<file path="config.mk">
export PLATFORM = sky130hd
export DESIGN_NAME = sumador_32bit
export DESIGN_NICKNAME = d
export VERILOG_FILES = /design/src/rtl/sumador_32bit.sv
export SDC_FILE = /design/constraint.sdc
export NUM_CORES = 1
export LEC_CHECK = 0
export ABC_AREA = 1
export CORE_MARGIN = 5
export CORE_UTILIZATION = 45
export CTS_CLUSTER_SIZE = 20
export DETAILED_ROUTE_END_ITERATION = 8
export PLACE_DENSITY = 0.88
export SYNTH_ARGS = -nofsm -noshare
export SYNTH_HDL_FRONTEND = slang
export SYNTH_SLANG_ARGS = --single-unit
</file>
<file path="constraint.sdc">
create_clock -name clk -period 1 [get_ports clk]
set_input_delay 0.2 -clock clk [delete_from_list [all_inputs] [get_ports clk]]
set_output_delay 0.2 -clock clk [all_outputs]
set_load 0.02 [all_outputs]
</file>
<file path="src/rtl/sumador_32bit.sv">
// Registered WIDTH-bit adder built from 4-bit carry-lookahead groups with rippled group carries.
// Optional registered overflow/zero/negative flags when SUMADOR_FLAGS_EN is defined.
module sumador_32bit #(
    parameter int unsigned WIDTH = 32
) (
    input  logic             clk,
    input  logic             rst_n,
    input  logic [WIDTH-1:0] datoA,
    input  logic [WIDTH-1:0] datoB,
    input  logic             carryIn,
    output logic [WIDTH-1:0] resultado,
    output logic             carryOut
`ifdef SUMADOR_FLAGS_EN
    ,
    output logic             overflow,
    output logic             zero,
    output logic             negative
`endif
);

    localparam int unsigned NGROUPS = WIDTH / 4;

    // Returns {c4, sum[3:0]} for one 4-bit lookahead group.
    function automatic logic [4:0] claGroup(
        input logic [3:0] a,
        input logic [3:0] b,
        input logic       cin
    );
        logic [3:0] g;
        logic [3:0] p;
        logic [4:0] c;
        g    = a & b;
        p    = a ^ b;
        c[0] = cin;
        c[1] = g[0] | (p[0] & cin);
        c[2] = g[1] | (p[1] & g[0]) | (p[1] & p[0] & cin);
        c[3] = g[2] | (p[2] & g[1]) | (p[2] & p[1] & g[0])
             | (p[2] & p[1] & p[0] & cin);
        c[4] = g[3] | (p[3] & g[2]) | (p[3] & p[2] & g[1])
             | (p[3] & p[2] & p[1] & g[0])
             | (p[3] & p[2] & p[1] & p[0] & cin);
        return {c[4], p ^ c[3:0]};
    endfunction

    logic [WIDTH-1:0] sumComb;
    logic             carryChain;
    logic [4:0]       grpOut;

    always_comb begin
        sumComb    = '0;
        carryChain = carryIn;
        grpOut     = '0;
        for (int unsigned i = 0; i < NGROUPS; i++) begin
            grpOut             = claGroup(datoA[4*i +: 4], datoB[4*i +: 4], carryChain);
            sumComb[4*i +: 4]  = grpOut[3:0];
            carryChain         = grpOut[4];
        end
    end

    always_ff @(posedge clk or negedge rst_n) begin
        if (!rst_n) begin
            resultado <= '0;
            carryOut  <= 1'b0;
        end else begin
            resultado <= sumComb;
            carryOut  <= carryChain;
        end
    end

`ifdef SUMADOR_FLAGS_EN
    logic overflowNext;

    always_comb begin
        overflowNext = (datoA[WIDTH-1] == datoB[WIDTH-1]) &&
                       (sumComb[WIDTH-1] != datoA[WIDTH-1]);
    end

    always_ff @(posedge clk or negedge rst_n) begin
        if (!rst_n) begin
            overflow <= 1'b0;
            zero     <= 1'b0;
            negative <= 1'b0;
        end else begin
            overflow <= overflowNext;
            zero     <= (sumComb == '0);
            negative <= sumComb[WIDTH-1];
        end
    end
`endif

endmodule

</file>
==> run_results.csv <==
group,metric,value,unit
timing,maxSlewViolCount,0,
timing,fin_crit_sh,2.021,
run_status,violations,"negative setup slack",
final_layout,drive_gt1_frac,0.5661,
global_routing,grt_util_met1,0.2701,
floorplan,chipWidth,79.68,um
drt,first_pass_iters,4,
worst_setup_path,critPathRequiredTime,1.20,ns
drt,ant_nets,0,
power,p_per_area,1359,nW/um^2
final_layout,final_common_cell,"buf_4",
synth,ys_ff_latch,33,
clock_tree,cts_sinks,33,
global_routing,grt.overflow.total,0,
synth,syn_area_per_cell,10.02,sq um
synth,synth_cells,218,
drt,wl,9878,um
timing,fin_crit,2.021,ns
worst_hold_path,hold_path.class,"input pin to async pin",
run_status,status,"finished, violations left",
timing,setup_violations,55,
drt,drtIter0Drc,126,
worst_setup_path,cp_top_family,"simple AND/OR/NAND/NOR gates",
timing,rsz0062_at_grt,"true",
floorplan,start_util,0.4625,
global_routing,antenna_found_initial,0,
timing,setup_ws,-1.021,ns
synth,syn_area,2185,sq um
placed_design,placed_cells,440,
placed_design,post-dp-hpwl,5249,um
drt,drc,0,
placed_design,pre_cts_ws,-1.565,ns
worst_setup_path,timing.critical_path.mode_cell,"nand2_1",
power,peakVddDrop,0.7272,mV
final_layout,area.growth.synth_to_final,99.66,%
clock_tree,clk_pin_slew_worst_paths,0.07,ns
floorplan,ios,100,
global_routing,grtUsageMet2,0.5526,
power,p_total,5.929,mW
final_layout,nets,507,
floorplan,num_rows,25,
clock_tree,htree_levels,2,
global_routing,globalRouteMet3Util,0.06208,
synth,synth.distinct_cells,21,
worst_setup_path,crit_type,"input pin to flop",
worst_setup_path,start_kind,"input pin",
drt,dr_total_vias,2513,
placed_design,place_area,3851,sq um
floorplan,core_area,4723,sq um
synth,yosysWarnings,0,
clock_tree,cts_tree,"built",
worst_setup_path,crit_path_end_kind,"flop",
timing,max_freq,0.4949,GHz
global_routing,grt_max_degree,34,
drt,avgRoutedWirePerCell,21.11,um
worst_setup_path,cp_num_buf_inv,3,
synth,seq_area_frac_synth,0.3780,
placed_design,place.gp.congestion,0.7950,
global_routing,top_usage_layer,"met2",
global_routing,grt_usage,0.2795,
clock_tree,hold_buffers,0,
drt,vias_per_cell,5.370,
timing,tightest_slew,0.3460,ns
clock_tree,clockBufferDepth,2,
synth,synth_nets,325,
final_layout,multi_input_area,1725,sq um
final_layout,seq_area,825.8,sq um
final_layout,finalInstanceArea,4362,sq um
final_layout,fill_cells,161,
final_layout,diodes,0,
global_routing,grt_pass1_wl,13190,um
final_layout,final_cell_mix,"buf_4 (71), buf_6 (44), dfrtp_1 (33)",
floorplan,die_h,79.68,um
placed_design,portBuffers,99,
worst_setup_path,max_stage_delay,0.28,ns
worst_setup_path,crit_chain,"dlygate4sd2_1 -> ha_4 -> buf_4 -> nand2_1 -> nor2_1 -> nand2_2 -> nand2_4 -> nand2_4 -> nand2_4 -> buf_4 -> nand3_1 -> nand2_1 -> nand2_1 -> nand2_1 -> xor2_1",
final_layout,fin_cells,468,
run,maxCapViolations,0,
timing,finalHoldViolCount,0,
worst_setup_path,crit_arrival,2.22,ns
timing,relSlewSlack,0.7675,
worst_setup_path,crit_fanout,2,
power,p_leak,2.097,nW
clock_tree,cts_root_buffer,"clkbuf_8",
floorplan,die-area,6348,sq um
clock_tree,numCtsBuffers,5,
worst_setup_path,slowest_stage,"dlygate4sd2_1",
global_routing,grt_pass1_vias,2653,
[final cells by class]
type,instances,share of cell area
inverters,20,0.01750
clock inverters,1,0.001147
flip-flops and latches,33,0.1893
well taps,67,0.01922
repair buffers,175,0.3551
clock buffers,7,0.02209
multi-input cells,165,0.3956
[path summary, 6_finish.rpt]
path                           start       endpoint  slack [ns]  cells after the start
setup / recovery           datoB[14]  resultado[23]       -1.02                     15
hold / removal                 rst_n  resultado[11]        0.27                      2
max in group asynchronous      rst_n   resultado[0]        0.54                      2
min in group clk            datoB[1]   resultado[1]        0.30                      4
[cell families (layout without fill, tap and decap cells)]
kind of cell / count (synthesis) / count (layout) / share of synthesized area
and+or+nand+nor: 81 / 81 / 0.1902
DFF: 33 / 33 / 0.3780
xor gates and xnor gates: 21 / 21 / 0.08419
AOI/OAI and AO/OA: 23 / 23 / 0.05670
adders and majority gates: 40 / 40 / 0.2566
buffers and inverters: 20 / 203 / 0.03436
[routing by layer]
layer | vias to the layer above | wire [um]
li1 | 1073 | -
met5 | - | 0
met3 | 56 | 656
met4 | 0 | 696
met2 | 161 | 5326
met1 | 1223 | 3199
[sequential cells by signal (all words and copies together), names as in the netlist]
name / count
resultado: 32
carryOut: 1
[synth_stat cells (all sizes together)]
cell,number,area share
a21oi,19,0.044
a41oi,1,0.0040
and2,1,0.0029
clkinv,1,0.0017
dfrtp,33,0.38
fa,8,0.073
ha,32,0.18
inv,19,0.033
nand2,49,0.12
nand3,14,0.034
nand4,1,0.0029
nor2,15,0.027
nor3,1,0.0023
o21ai,1,0.0023
o21bai,2,0.0069
xnor2,6,0.024
xor2,15,0.060
[where the power goes]
group | internal (mW) | total (mW) | switching [mW]
clock | 0.623 | 1.16 | 0.534
sequential | 1.61 | 1.78 | 0.163
combinational | 1.53 | 2.99 | 1.46
[timing repair]
item | in CTS | in global routing
pin swaps | 59 | 36
setup endpoints to repair | 66 | 62
setup buffers | 20 | 6
resized for setup | 318 | 59
hold endpoints to repair | 0 | 0
[stage by stage]
step,TNS [ns],hold WS (ns),util
6_report,-20.90,0.2749,0.9234
4_1_cts,-17.15,0.2912,0.8872
2_1_floorplan,-16.48,-0.09559,-
3_5_place_dp,-40.95,0.5979,0.8154
3_3_place_gp,-39.71,0.5941,0.8154
5_1_grt,-22.85,0.2918,0.9234
Note: power is estimated with default switching activity, not from simulation.
